[config.mk]
export PLATFORM = sky130hd
export DESIGN_NAME = toggle_cover_collector
export DESIGN_NICKNAME = d
export VERILOG_FILES = /design/src/rtl/toggle_cover_collector.sv
export SDC_FILE = /design/constraint.sdc
export NUM_CORES = 1
export LEC_CHECK = 0
export ABC_AREA = 1
export CAP_MARGIN = 20
export CELL_PAD_IN_SITES_DETAIL_PLACEMENT = 1
export CELL_PAD_IN_SITES_GLOBAL_PLACEMENT = 2
export CORE_MARGIN = 2
export CORE_UTILIZATION = 23
export DETAILED_ROUTE_END_ITERATION = 6
export PLACE_DENSITY = 0.76
export SLEW_MARGIN = 15
export SYNTH_ARGS = -nofsm -noshare
export SYNTH_HDL_FRONTEND = slang
export SYNTH_SLANG_ARGS = --single-unit
[constraint.sdc]
create_clock -name clock -period 3.9 [get_ports clock]
set_input_delay 0.585 -clock clock [delete_from_list [all_inputs] [get_ports clock]]
set_output_delay 0.585 -clock clock [all_outputs]
set_load 0.05 [all_outputs]
[src/rtl/toggle_cover_collector.sv]
// Toggle coverage collector: records the first (or every) hit per cover point and
// streams the global index of each reported point through a valid/ready output slot.
module toggle_cover_collector #(
    parameter int WIDTH       = 9,
    parameter int COVER_INDEX = 0,
    parameter int IDX_W       = 32,
    parameter int MODE        = 0
) (
    input  logic                             clock,
    input  logic                             reset,
    input  logic [WIDTH-1:0]                 valid,
    input  logic                             clear,
    output logic                             out_valid,
    input  logic                             out_ready,
    output logic [IDX_W-1:0]                 out_index,
    output logic [$clog2(WIDTH+1)-1:0]       covered_count,
    output logic                             all_covered,
    output logic [15:0]                      drop_count
);

    localparam int CNT_W = $clog2(WIDTH+1);

    logic [WIDTH-1:0] covered;
    logic [WIDTH-1:0] pending;
    logic [WIDTH-1:0] hit;
    logic [WIDTH-1:0] new_hit;
    logic [WIDTH-1:0] set_mask;
    logic [WIDTH-1:0] load_mask;
    logic [WIDTH-1:0] drop_mask;
    logic             slot_free;
    logic             load_en;
    logic [IDX_W-1:0] load_idx;
    logic [CNT_W-1:0] new_cnt;
    logic [CNT_W-1:0] drop_pc;
    logic [16:0]      drop_sum;

    always_comb begin
        hit       = (reset && !clear) ? valid : '0;
        new_hit   = hit & ~covered;
        set_mask  = (MODE == 1) ? hit : new_hit;
        slot_free = !out_valid || out_ready;
        load_en   = 1'b0;
        load_mask = '0;
        load_idx  = '0;
        // Scan high to low so the lowest set pending bit is the one that sticks.
        if (slot_free) begin
            for (int i = WIDTH-1; i >= 0; i--) begin
                if (pending[i]) begin
                    load_en      = 1'b1;
                    load_mask    = '0;
                    load_mask[i] = 1'b1;
                    load_idx     = IDX_W'(i);
                end
            end
        end
        // A hit on the bit being handed to the output simply re-arms it; not a drop.
        drop_mask = (MODE == 1) ? (hit & pending & ~load_mask) : '0;
        new_cnt   = '0;
        drop_pc   = '0;
        for (int i = 0; i < WIDTH; i++) begin
            new_cnt = new_cnt + CNT_W'(new_hit[i]);
            drop_pc = drop_pc + CNT_W'(drop_mask[i]);
        end
        drop_sum = {1'b0, drop_count} + 17'(drop_pc);
    end

    always_ff @(posedge clock) begin
        if (!reset) begin
            covered       <= '0;
            pending       <= '0;
            covered_count <= '0;
            drop_count    <= '0;
            out_valid     <= 1'b0;
            out_index     <= '0;
        end else if (clear) begin
            covered       <= '0;
            pending       <= '0;
            covered_count <= '0;
            drop_count    <= '0;
            // The in-flight index survives a clear; it only retires on a transfer.
            if (out_valid && out_ready)
                out_valid <= 1'b0;
        end else begin
            covered       <= covered | new_hit;
            pending       <= (pending & ~load_mask) | set_mask;
            covered_count <= covered_count + new_cnt;
            drop_count    <= drop_sum[16] ? 16'hFFFF : drop_sum[15:0];
            if (load_en) begin
                out_valid <= 1'b1;
                out_index <= IDX_W'(COVER_INDEX) + load_idx;
            end else if (out_ready) begin
                out_valid <= 1'b0;
            end
        end
    end

    assign all_covered = (covered_count == CNT_W'(WIDTH));

endmodule

==> results of run 1 <==
state kept, by name (all words and copies together) (netlist names):
register / count
covered: 9
out_index: 4
pending: 9
covered_count: 4
out_valid: 1
synthesized netlist by cell type (all sizes together):
library cell	instances	share of area, %
o31ai	3	1.4
nor3	1	0.30
nand3	6	2.1
buf	46	21
nand2	28	6.5
a21oi	5	1.5
nor2	41	11
a211oi	1	0.45
conb	1	0.23
dfxtp	27	32
xor2	1	0.53
o22ai	3	1.1
o21ai	6	2.0
xnor2	1	0.53
nand3b	5	2.3
ha	5	3.8
inv	27	6.1
fa	6	7.2
repair_timing:
| item | in CTS | in global routing |
|---|---|---|
| gates resized for setup | 0 | 3 |
| endpoints found under the setup margin | 0 | 2 |
| buffers inserted | 0 | 1 |
stage by stage:
stage | power [mW] | hold slack (ns) | setup TNS, ns
floorplan | 0.554 | 0.440 | 0
global placement | 0.583 | 0.443 | -0.244
detailed placement | 0.589 | 0.447 | -0.418
CTS | 0.761 | 0.461 | 0
global route | 0.794 | 0.493 | 0
finish | 0.747 | 0.460 | 0
where the power goes:
part / internal, mW / switching (mW)
Combinational: 0.0743 / 0.202
Sequential: 0.293 / 0.0121
Clock: 0.0734 / 0.0919
Total: 0.441 / 0.306
area by class of cell:
class	instances	share of cell area, %
Inverter	27	5.15
Tap cell	99	6.29
Multi-Input combinational cell	156	42.9
Timing Repair Buffer	34	15.9
Sequential cell	27	27.5
Clock buffer	4	2.29
layer usage:
metal  vias to the layer above  global-route usage (%)
li1                        636                       -
met1                       557                    11.3
met2                        42                    15.8
met3                         5                    2.86
met4                         0                    2.85
met5                         -                       0
cell families (layout without fill, tap and decap cells):
| kind of cell | count (synthesis) | after routing | share of synthesized area [%] |
|---|---|---|---|
| xor+xnor | 2 | 2 | 1.05 |
| simple gates | 81 | 81 | 22.0 |
| flops | 27 | 27 | 32.4 |
| buf+inv | 73 | 65 | 26.9 |
| fa+ha+maj | 11 | 11 | 11.0 |
| compound gates | 18 | 18 | 6.46 |
| other cells | 1 | 44 | 0.225 |
tightest hold or removal path, stage by stage (launching register included):
cell and delay (ns):
dfxtp_1 0.32, nand2_1 0.06, a21oi_1 0.05
final timing paths:
check                     endpoint          from  slack (ns)  depth (start not counted)
hold reg to reg       out_index[2]  out_index[2]        0.46                          2
hold / removal        out_index[2]  out_index[2]        0.46                          2
setup / recovery  covered_count[2]         clear        0.18                         12
setup reg to reg  covered_count[2]    covered[8]        0.81                         10
==> results.toml, run 1 <==
[setup_path]
path_common_cell = "fa_1"
cp_max_fo = 8
slowest_stage = "fa_1"
worstSetupPathType = "in -> reg"
crit_family = "adder cells"
crit_path_start_kind = "primary input"
cp.required_ns = 4.07
end_kind = "flop"
crit_arrival_ns = 3.89
max_stage_delay_ns = 0.56
critPathBufInv = 3
path_cells = "clkdlybuf4s50_1 -> nor2_4 -> nand3b_1 -> fa_1 -> inv_1 -> fa_1 -> fa_1 -> ha_1 -> inv_1 -> fa_1 -> xor2_1 -> nor2_1"

[placed_design]
gp_congestion = 0.713
dp_slack_ns = -0.173
postPlaceCellArea_sq_mm = 0.00191
hpwl_um = 2810
port_buffers = 22
place_inst = 342

[global_routing]
overflow = 0
antenna_found_initial = 0
grt_pass1_vias = 1201
grt.total_usage_pct = 9.31
grt_pass1_wl_um = 5540
grt_max_degree = 19

[die]
io_pins = 67
start_util_pct = 23.4
die-width_um = 89.1
die-area_sq_mm = 0.00794
fp.coreArea_sq_mm = 0.00714
die_h_um = 89.1
rows = 31

[clock_network]
insertion_delay_ns = 0.28
hold_buffers = 0
cts_sinks = 27
path_clk_slew_ns = 0.10
cts_tree = "yes"
cts_max_path_buffers = 2
root_buffer = "clkbuf_8"
cts_made_buffers = 3
htree_levels = 1

[cells_and_area]
nets = 273
drive_above_1_share_pct = 11.3
fillers = 916
most-common-layout-cells = "44 x conb_1, 36 x nor2_1, 27 x nand2_1, 27 x dfxtp_1, 23 x inv_1"
diodes = 0
regArea_sq_um = 541
fin_util_pct = 27.6
multi_input_comb_area_sq_um = 845
final_common_cell = "conb_1"
final_cell_area_sq_mm = 0.00197
instances_no_fill = 347
syn_to_final_growth_pct = 18.1

[timing]
post-route-period-util_pct = 95.3
drv_slew = 0
min_period_ns = 3.72
worst_clock_skew_ns = 0.00559
worst_slack_ns = 0.182
fmaxAchievable_mhz = 269
hold_violations = 0
slew_headroom_pct = 66.4
tightest_slew_ns = 0.503
finalSetupViolations = 0
grt_setup_unrepaired = "false"

[routing]
drcViolationCount = 0
drtAntennaViolNets = 0
dr_wl_met3_um = 241
drt_iter0_drc = 29
top_layer = "met4"
drt-pass1-iter-count = 4
wl_per_cell_um = 10.3
wl_um = 3560
wl_met2_um = 1650
wl_met1_um = 1620
vias = 1240
vias_per_cell = 3.57

[logic_synthesis]
syn_inst = 213
synth_area_per_cell_sq_um = 7.82
synth_seq_area_share_pct = 32.4
ys_seq_elements = 27
yosysUniqueCellTypes = 27
yosysWarnings = 0
syn_area_sq_mm = 0.00167

[job]
drv_cap = 0

[min_path]
worstHoldPathType = "reg -> reg"

[power_and_ir_drop]
leakagePower_nw = 0.948
power_density_mw_per_mm2 = 379
ir_drop_v = 0.000113

[status]
status = "complete, no violations"
Note: power is estimated with default switching activity, not from simulation.
==> run 2, diff against run 1 <==
==> constraint.sdc (replaced) <==
create_clock -name clock -period 4 [get_ports clock]
set_input_delay 0.6 -clock clock [delete_from_list [all_inputs] [get_ports clock]]
set_output_delay 0.6 -clock clock [all_outputs]
set_load 0.05 [all_outputs]
==> results.toml, run 2 (synthesis gave the netlist of run 1 again) <==
[routing]
drt_iter0_drc = 49
vias = 1252
drtAntennaViolNets = 0
wl_per_cell_um = 10.0
wl_um = 3480
vias_per_cell = 3.62
drt-pass1-iter-count = 4
drcViolationCount = 0

[setup_path]
r2r_cells = 10
cp.required_ns = 4.16
path_cells = "clkdlybuf4s50_1 -> inv_1 -> nor2_4 -> nand3b_1 -> fa_1 -> inv_1 -> fa_1 -> fa_1 -> ha_1 -> inv_1 -> fa_1 -> xor2_1 -> nor2_1"
cp_max_fo = 8
endpoint = "covered_count[2]"
slowest_stage = "fa_1"
crit_path_start = "reset"
crit_path_start_kind = "primary input"
path_common_cell = "fa_1"
worstSetupPathType = "in -> reg"
worstReg2RegEnd = "covered_count[2]"
regToRegStartpoint = "covered[4]"
end_kind = "flop"
crit_arrival_ns = 3.92
r2r_setup_slack_ns = 0.97
max_stage_delay_ns = 0.57

[power_and_ir_drop]
ir_drop_v = 0.000170
leakagePower_nw = 0.935
power_density_mw_per_mm2 = 372

[cells_and_area]
drive_above_1_share_pct = 10.1
syn_to_final_growth_pct = 17.2
diodes = 0
nets = 272
final_cell_area_sq_mm = 0.00195
reg_top3 = "covered: 9 flops, pending: 9 flops"
instances_no_fill = 346
final_common_cell = "conb_1"
fillers = 929
most-common-layout-cells = "44 x conb_1, 36 x nor2_1, 27 x nand2_1, 27 x dfxtp_1, 24 x inv_1"

[global_routing]
grt.total_usage_pct = 9.13
grt_pass1_wl_um = 5510
grt_max_degree = 19
grt_pass1_vias = 1189
overflow = 0
antenna_found_initial = 0

[die]
die_h_um = 89.1
fp.coreArea_sq_mm = 0.00714
die-width_um = 89.1
io_pins = 67
start_util_pct = 23.4
die-area_sq_mm = 0.00794
rows = 31

[clock_network]
cts_made_buffers = 3
hold_buffers = 0
cts_tree = "yes"
insertion_delay_ns = 0.28
htree_levels = 1
cts_max_path_buffers = 2
path_clk_slew_ns = 0.10
ctsResizeCount = 0
cts_sinks = 27
root_buffer = "clkbuf_8"
cts_setup_buffers = 0

[timing]
min_period_ns = 3.76
worst_clock_skew_ns = 0.00609
slew_headroom_pct = 66.6
post-route-period-util_pct = 94.0
hold_violations = 0
fmaxAchievable_mhz = 266
worst_slack_ns = 0.241
finalSetupViolations = 0
drv_slew = 0
tightest_slew_ns = 0.500
grt_setup_unrepaired = "false"

[job]
drv_cap = 0

[placed_design]
place_inst = 342
gp_congestion = 0.729
postPlaceCellArea_sq_mm = 0.00191
port_buffers = 22
dp_slack_ns = -0.0843
hpwl_um = 2800

[min_path]
worstHoldPathType = "reg -> reg"

[status]
status = "complete, no violations"
[run 2: cell count changes in the layout (fill, tap and decap cells not counted), sizes merged]
cell	change
dlymetal6s2s	-1
buf	-1
clkdlybuf4s50	+1
[run 2: layer usage]
layer / share of wire (%) / vias up / GRT usage (%) / routed length [um]
met2: 48 / 40 / 15.4 / 1650
met3: 5.9 / 2 / 2.31 / 205
met1: 46 / 576 / 11.8 / 1600
li1: - / 634 / - / -
met5: 0 / - / 0 / 0
met4: 0.49 / 0 / 2.04 / 17
[run 2: worst min path at each step]
stage,from,end,slack (ns),cells after the start
CTS,out_index[2],out_index[2],0.46,2
floorplan,covered[0],covered[0],0.44,2
global placement,out_index[2],out_index[2],0.44,2
global route,pending[8],pending[8],0.49,2
finish,out_index[2],out_index[2],0.46,2
detailed placement,out_index[2],out_index[2],0.45,2
[run 2: final cells by class]
cell class	instances	area (sq um)	share of cell area, %
tap	99	124	6.34
sequential	27	541	27.7
inverter	27	101	5.19
multi-input combinational	156	840	43.0
clock buffer	4	45.0	2.31
timing repair buffer	33	303	15.5
[run 2: report_power, final]
group          switching [mW]  internal, mW
clock                  0.0892        0.0715
combinational           0.196        0.0718
sequential             0.0113         0.286
[run 2: per-stage QoR]
stage | power [mW] | utilization, % | setup TNS (ns) | hold WS, ns
after floorplan | 0.540 | - | 0 | 0.440
after global placement | 0.569 | 26.7 | -0.0196 | 0.443
after detailed placement | 0.574 | 26.7 | -0.175 | 0.447
after CTS | 0.742 | 27.4 | 0 | 0.462
after global routing | 0.777 | 27.4 | 0 | 0.495
final | 0.726 | 27.4 | 0 | 0.461
[run 2: worst max-delay path: cells and delay by family]
kind / cells / cell delay [ns]
xor+xnor: 1 / 0.15
fa+ha+maj: 5 / 2.09
buf+inv: 4 / 0.67
simple gates: 3 / 0.41
